$ cat src/rtl/posx_pkg.sv
// Shared encodings for the horizontal-axis movement FSM and the position tracker.
package posx_pkg;

  localparam logic [1:0] MOV_INC  = 2'b10;
  localparam logic [1:0] MOV_DEC  = 2'b01;
  localparam logic [1:0] MOV_HOLD = 2'b00;

  typedef enum logic [1:0] {
    DwIdle  = 2'd0,
    DwDwell = 2'd1,
    DwFire  = 2'd2,
    DwHold  = 2'd3
  } dwell_state_e;

endpackage

$ cat src/rtl/tick_prescaler.sv
// Free-running divider: emits a registered one-cycle tick every TICK_DIV clocks.
module tick_prescaler #(
  parameter int unsigned TICK_DIV = 50000
) (
  input  logic clk,
  input  logic rst,
  output logic s
);

  localparam int unsigned CntW = $clog2(TICK_DIV);
  localparam logic [CntW-1:0] CntLast = CntW'(TICK_DIV - 1);

  logic [CntW-1:0] cnt_q;

  always_ff @(posedge clk) begin
    if (rst) begin
      cnt_q <= '0;
      s     <= 1'b0;
    end else if (cnt_q == CntLast) begin
      cnt_q <= '0;
      s     <= 1'b1;
    end else begin
      cnt_q <= cnt_q + CntW'(1);
      s     <= 1'b0;
    end
  end

endmodule

$ cat src/rtl/posx_tracker.sv
// Saturating X position register with min/max flags, step tick and a one-shot
// dwell-done pulse after the object has rested at POS_MAX for DWELL_TICKS ticks.
module posx_tracker
  import posx_pkg::*;
#(
  parameter int unsigned POS_W       = 8,
  parameter int unsigned POS_MIN     = 0,
  parameter int unsigned POS_MAX     = 159,
  parameter int unsigned POS_INIT    = 80,
  parameter int unsigned TICK_DIV    = 50000,
  parameter int unsigned DWELL_TICKS = 16
) (
  input  logic             clk,
  input  logic             rst,
  input  logic [1:0]       i_signal,
  input  logic             clr,
  output logic [POS_W-1:0] o_pos,
  output logic             mn,
  output logic             mx,
  output logic             s,
  output logic             cont
);

  localparam int unsigned DwW = $clog2(DWELL_TICKS + 1);
  localparam logic [POS_W-1:0] PosMin  = POS_W'(POS_MIN);
  localparam logic [POS_W-1:0] PosMax  = POS_W'(POS_MAX);
  localparam logic [POS_W-1:0] PosInit = POS_W'(POS_INIT);
  localparam logic [DwW-1:0]   DwLast  = DwW'(DWELL_TICKS - 1);

  dwell_state_e   state_q;
  logic [DwW-1:0] dwell_cnt_q;

  tick_prescaler #(
    .TICK_DIV(TICK_DIV)
  ) u_tick_prescaler (
    .clk(clk),
    .rst(rst),
    .s  (s)
  );

  assign mn = (o_pos == PosMin);
  assign mx = (o_pos == PosMax);

  // Bounds are checked before the step, so the arithmetic never wraps.
  always_ff @(posedge clk) begin
    if (rst || clr) begin
      o_pos <= PosInit;
    end else if (i_signal == MOV_INC && o_pos != PosMax) begin
      o_pos <= o_pos + POS_W'(1);
    end else if (i_signal == MOV_DEC && o_pos != PosMin) begin
      o_pos <= o_pos - POS_W'(1);
    end
  end

  always_ff @(posedge clk) begin
    if (rst || clr) begin
      state_q     <= DwIdle;
      dwell_cnt_q <= '0;
      cont        <= 1'b0;
    end else begin
      cont <= 1'b0;
      unique case (state_q)
        DwIdle: begin
          // A tick coinciding with arrival at POS_MAX is deliberately ignored.
          if (mx) begin
            state_q     <= DwDwell;
            dwell_cnt_q <= '0;
          end
        end
        DwDwell: begin
          if (!mx) begin
            state_q <= DwIdle;
          end else if (s) begin
            if (dwell_cnt_q == DwLast) begin
              state_q <= DwFire;
              cont    <= 1'b1;
            end else begin
              dwell_cnt_q <= dwell_cnt_q + DwW'(1);
            end
          end
        end
        DwFire: state_q <= DwHold;
        DwHold: begin
          if (!mx) state_q <= DwIdle;
        end
        default: state_q <= DwIdle;
      endcase
    end
  end

endmodule

$ cat config.mk
export PLATFORM = sky130hd
export DESIGN_NAME = posx_tracker
export DESIGN_NICKNAME = d
export VERILOG_FILES = /design/src/rtl/posx_pkg.sv /design/src/rtl/tick_prescaler.sv /design/src/rtl/posx_tracker.sv
export SDC_FILE = /design/constraint.sdc
export NUM_CORES = 1
export LEC_CHECK = 0
export BUFFER_PORTS_ARGS = -buffer_cell sky130_fd_sc_hd__buf_4
export CORE_ASPECT_RATIO = 1.1
export CORE_MARGIN = 3
export CORE_UTILIZATION = 58
export DETAILED_ROUTE_END_ITERATION = 12
export PLACE_DENSITY_LB_ADDON = 0.15
export SYNTH_ARGS = -nofsm -noshare
export SYNTH_HDL_FRONTEND = slang
export SYNTH_SLANG_ARGS = --single-unit
$ cat constraint.sdc
create_clock -name clk -period 3.15 [get_ports clk]
set_input_delay 0.1575 -clock clk [delete_from_list [all_inputs] [get_ports clk]]
set_output_delay 0.1575 -clock clk [all_outputs]
set_load 0.1 [all_outputs]
# Word-level counts from Yosys, hierarchy flattened
# Index checks and enable logic that the tools add are counted.
[classes] n_reduce_logical=12 n_mux=15 n_eq_ne=16 bitwise=3 n_addsub=4
[op_table] cell="5-bit two-way mux" n=4
[op_table] cell="16-bit by 1-bit adder with 16-bit output, second input constant" n=1
[op_table] cell="16-bit equality test, second input constant" n=1
[op_table] cell="8-bit two-way mux" n=2
[op_table] cell="2-bit two-way mux" n=5
[op_table] cell="5-bit case mux with 2 select lines" n=1
[op_table] cell="8-bit by 1-bit adder with 8-bit output, second input constant" n=1
[op_table] cell="8-bit equality test, second input constant" n=1
[op_table] cell="8-bit zero test" n=1
[op_table] cell="2-bit inequality test, second input constant" n=4
[op_table] cell="8-bit inequality test, second input constant" n=1
[op_table] cell="2-bit case mux with 4 select lines" n=1
[op_table] cell="8-bit nonzero test" n=1
[op_table] cell="8-bit by 1-bit subtractor with 8-bit output, second input constant" n=1
[op_table] cell="2-bit equality test, second input constant" n=3
[op_table] cell="5-bit by 1-bit adder with 5-bit output, second input constant" n=1
[op_table] cell="5-bit by 4-bit equality test with 1-bit output, second input constant" n=1
[op_table] cell="5-bit AND reduction" n=1
[op_table] cell="2-bit by 1-bit equality test with 1-bit output, second input constant" n=2
[op_table] cell="4-bit AND reduction" n=1
[op_table] cell="2-bit nonzero test" n=2
[op_table] cell="4-bit OR reduction" n=1
[op_table] cell="3-bit by 2-bit inequality test with 1-bit output, second input constant" n=1
[op_table] cell="3-bit inequality test, second input constant" n=1
[op_table] cell="other kinds (7)" n=11
[word_totals] ff_bits=33 inputBits=5 word_cells=56 out_inout_bits=12

# Longest topological paths before layout
[depth] word_depth=5 ltp_mapped=9 depth_no_buf=9

# Modules after synthesis
# From an unflattened synthesis, not the netlist that was laid out.
[unflattened] cells_unflattened=203 hier_area_um2=1814.2
[by_module_without_submodules] module="posx_tracker" cells_each=121 instances=1 seq_area_each_um2=320.3 area_each_um2=1026.0
[by_module_without_submodules] module="tick_prescaler" cells_each=82 instances=1 seq_area_each_um2=340.3 area_each_um2=788.3

# Worst setup path after synthesis
# Ideal clock, no wire load.
[synth_path] path_type="flip-flop to flip-flop" startpoint="register o_pos[5]" endpoint="register o_pos[6]" path_stages_with_launch=10 setup_slack_ns=-0.114 arrival_time_ns=3.139 path_buffers=0 period_less_slack_ns=3.264 setup_ns=0.125 required_ns=3.025 cell_sequence="dfxtp_1 > and4bb_2 > a211oi_4 > inv_1 > fa_1 > a211oi_1 > o21bai_1 > a21oi_1 > xor2_1 > o21ai_0"
[synth_via] elab_chain_cells=3 elab_cells_between_ends=9 classes_between="2 x add/sub; 1 x eq/ne; 2 x mux; 4 x reduce/logical"
[synth_lines] element="start: declaration" line_no="posx_tracker.sv:17" rtl="output logic [POS_W-1:0] o_pos,"
[synth_lines] element="start signal: assignment" line_no="posx_tracker.sv:47" rtl="o_pos <= PosInit;"
[synth_lines] element="start signal: assignment" line_no="posx_tracker.sv:49" rtl="o_pos <= o_pos + POS_W'(1);"
[synth_lines] element="start signal: assignment" line_no="posx_tracker.sv:51" rtl="o_pos <= o_pos - POS_W'(1);"
[synth_lines] element="8-bit by 1-bit subtractor with 8-bit output, or another cell as far along" line_no="posx_tracker.sv:51"
[synth_lines] element="8-bit two-way mux, or another cell as far along" line_no="posx_tracker.sv:50" rtl="end else if (i_signal == MOV_DEC && o_pos != PosMin) begin"
[synth_lines] element="8-bit two-way mux or 2-bit nonzero test (tied branches)"
# Several ways; a longest one is shown, not always the timed one. The select of a mux whose other input is x is not followed.
# A chain may end at the register's enable or synchronous reset.

# Final worst setup path
# Same ends and word-level chain as after synthesis.

==> flow_summary.toml <==
[global_routing]
grt_pass1_vias = 1356
grt_pass1_wl_um = 5706
gr-usage-all-layers_pct = 19.51
antenna_found_initial = 0
grt_max_degree = 16
overflow = 0

[cts]
cts-root-buf = "clkbuf_4"
postCtsSetupRepairBufs = 0
cts-resized-gates = 0
clock_path_buffers = 2
cts_max_level = 2
clk-insertion-delay-late_ns = 0.33
cts_sinks = 33
postCtsHoldBufs = 0
path_clk_slew_ns = 0.10
cts-buffers-inserted = 5
cts_tree = "yes"

[setup_path]
cp_slowest_cell = "fa_1"
cp-end-kind = "register"
crit_path_start_kind = "register"
worstSetupPathType = "register to register"
cpPeakStageDelay_ns = 0.46
r2r_setup_slack_ns = 0.28
required_ns = 3.37
crit_chain = "and4bb_2 > a211oi_4 > inv_1 > fa_1 > a211oi_1 > o21bai_1 > a21oi_1 > xor2_1 > o21ai_0"
crit_fanout = 7
worstPathArrival_ns = 3.10

[min_path]
hold_class = "input pin to register"

[synthesis]
syn_nets = 217
synth_cell_types = 45
ys_seq_area_share_pct = 37.82
synth-edff-count = 0
synth_area_per_cell_um2 = 8.647
synth_mux_area_share_pct = 1.146
synth-simple-area-share_pct = 27.51
synthArstFlopShare_pct = 0
ys_seq_elements = 33
synthCells = 202
synth_compound_area_share_pct = 12.68
synth_area_um2 = 1747
synth_warnings = 0
synthAdderAreaFrac_pct = 7.593
synth_xor_area_share_pct = 9.527
synth_top_family_by_area = "simple AND/OR/NAND/NOR gates"
synth_top_flop_cell = "dfxtp_1"

[route]
drtAntennaViolNets = 0
vias = 1441
viasPerCell = 5.651
avgRoutedWirePerCell_um = 12.77
drc = 0
drt_first_iter_violations = 61
drtPass1Iterations = 4
routed_wl_um = 3256

[placed_design]
placed_cells = 247
io_buffers = 16
post-place-ws_ns = 0.3394
dpl_cell_area_um2 = 1876
dpl.hpwl_um = 2533
gp_congestion = 0.8416

[timing]
hold_violations = 0
finalClockSkew_ns = 0.01158
rsz0062_at_grt = "false"
setup_ws_ns = 0.2752
finalSetupTns_ns = 0
maxSlewHeadroom_pct = 43.31
min_period_ns = 2.875
drv_slew = 0
tightestPinTransition_ns = 0.8503
period_share_pct = 91.26
max_freq_mhz = 347.8
setup_viol = 0
whs_ns = 0.01464

[die]
rows = 20
ios = 17
die_x_um = 58.33
die_h_um = 63.56
core_area_um2 = 2828
start_util_pct = 61.77
die_area_um2 = 3707

[cells_and_area]
layout_common_cells = "nor2_1 (37), dfxtp_1 (31), buf_4 (16), nand2_1 (15), xor2_1 (15)"
finalNonFillerCells = 255
final_area_um2 = 1927
synthToLayoutAreaGrowth_pct = 10.32
nets = 236
drive_above_1_share_pct = 15.32
final_util_pct = 68.14
filler_cell_count = 232
antenna_cells = 0
final_common_cell = "nor2_1"

[run]
maxCapViolCount = 0

[power_and_ir_drop]
total_power_uw = 812.3
ir_drop_v = 0.0003493
p_leak_nw = 0.7636
power_density_nw_per_um2 = 421.6

[run_status]
status = "completed"
final cells by class:
class / instances / area (um^2) / share of cell area [%]
Clock buffer: 6 / 41.29 / 2.143
Multi-Input combinational cell: 157 / 1021 / 52.99
Timing Repair Buffer: 16 / 120.1 / 6.234
Inverter: 8 / 30.03 / 1.558
Sequential cell: 33 / 663.1 / 34.42
Clock inverter: 2 / 10.01 / 0.5195
Tap cell: 33 / 41.29 / 2.143
registers in the layout, indices dropped and copies added (netlist names), named ones only:
name / cells
cont: 1
dwell_cnt_q: 5
state_q: 1
u_tick_prescaler.s: 1
u_tick_prescaler.cnt_q: 16
o_pos: 8
power by group:
group | switching, mW | internal [mW]
clock | 0.136 | 0.0849
combinational | 0.102 | 0.0517
sequential | 0.0111 | 0.426
logic make-up (layout without fill, tap and decap cells):
family | Yosys count | after routing
flops | 33 | 33
xor+xnor | 19 | 19
buf+inv | 12 | 32
compound gates | 32 | 32
fa+ha+maj | 10 | 10
simple gates | 94 | 94
mux | 2 | 2
cell usage after synthesis, types with 4 or more instances:
master	n	area (um^2)
a21oi_1	11	55.05
xor2_1	15	131.4
nand2_1	15	56.30
xnor2_1	4	35.03
dfxtp_1	33	660.6
nand4_1	5	31.28
o21ai_0	6	30.03
and3_1	5	31.28
ha_1	9	112.6
inv_1	8	30.03
nand3_1	10	50.05
nor3_1	7	35.03
nor2_1	37	138.9
critical path: cells and delay by family, from the launching register on:
| family | cells | cell delay, ns |
|---|---|---|
| compound gates | 5 | 1.23 |
| fa+ha+maj | 1 | 0.46 |
| flops | 1 | 0.38 |
| simple gates | 1 | 0.29 |
| buf+inv | 1 | 0.25 |
| xor+xnor | 1 | 0.15 |
routing by layer:
layer	part of all wire, %	up-vias	global-route usage (%)
met4	1.5	0	7.826
met3	4.2	7	5.738
met2	48	29	32.26
met1	46	662	23.11
li1	-	743	-
met5	0	-	0
final timing paths:
kind	from	endpoint	cells past startpoint
setup / recovery	o_pos[5]$_SDFFE_PP0P_	o_pos[6]$_SDFFE_PP1P_	9
hold / removal	rst	u_tick_prescaler.s$_SDFF_PP0_	2
setup reg to reg	o_pos[5]$_SDFFE_PP0P_	o_pos[6]$_SDFFE_PP1P_	9
hold reg to reg	dwell_cnt_q[4]$_SDFFE_PP0P_	dwell_cnt_q[4]$_SDFFE_PP0P_	2
Note: power is estimated with default switching activity, not from simulation.
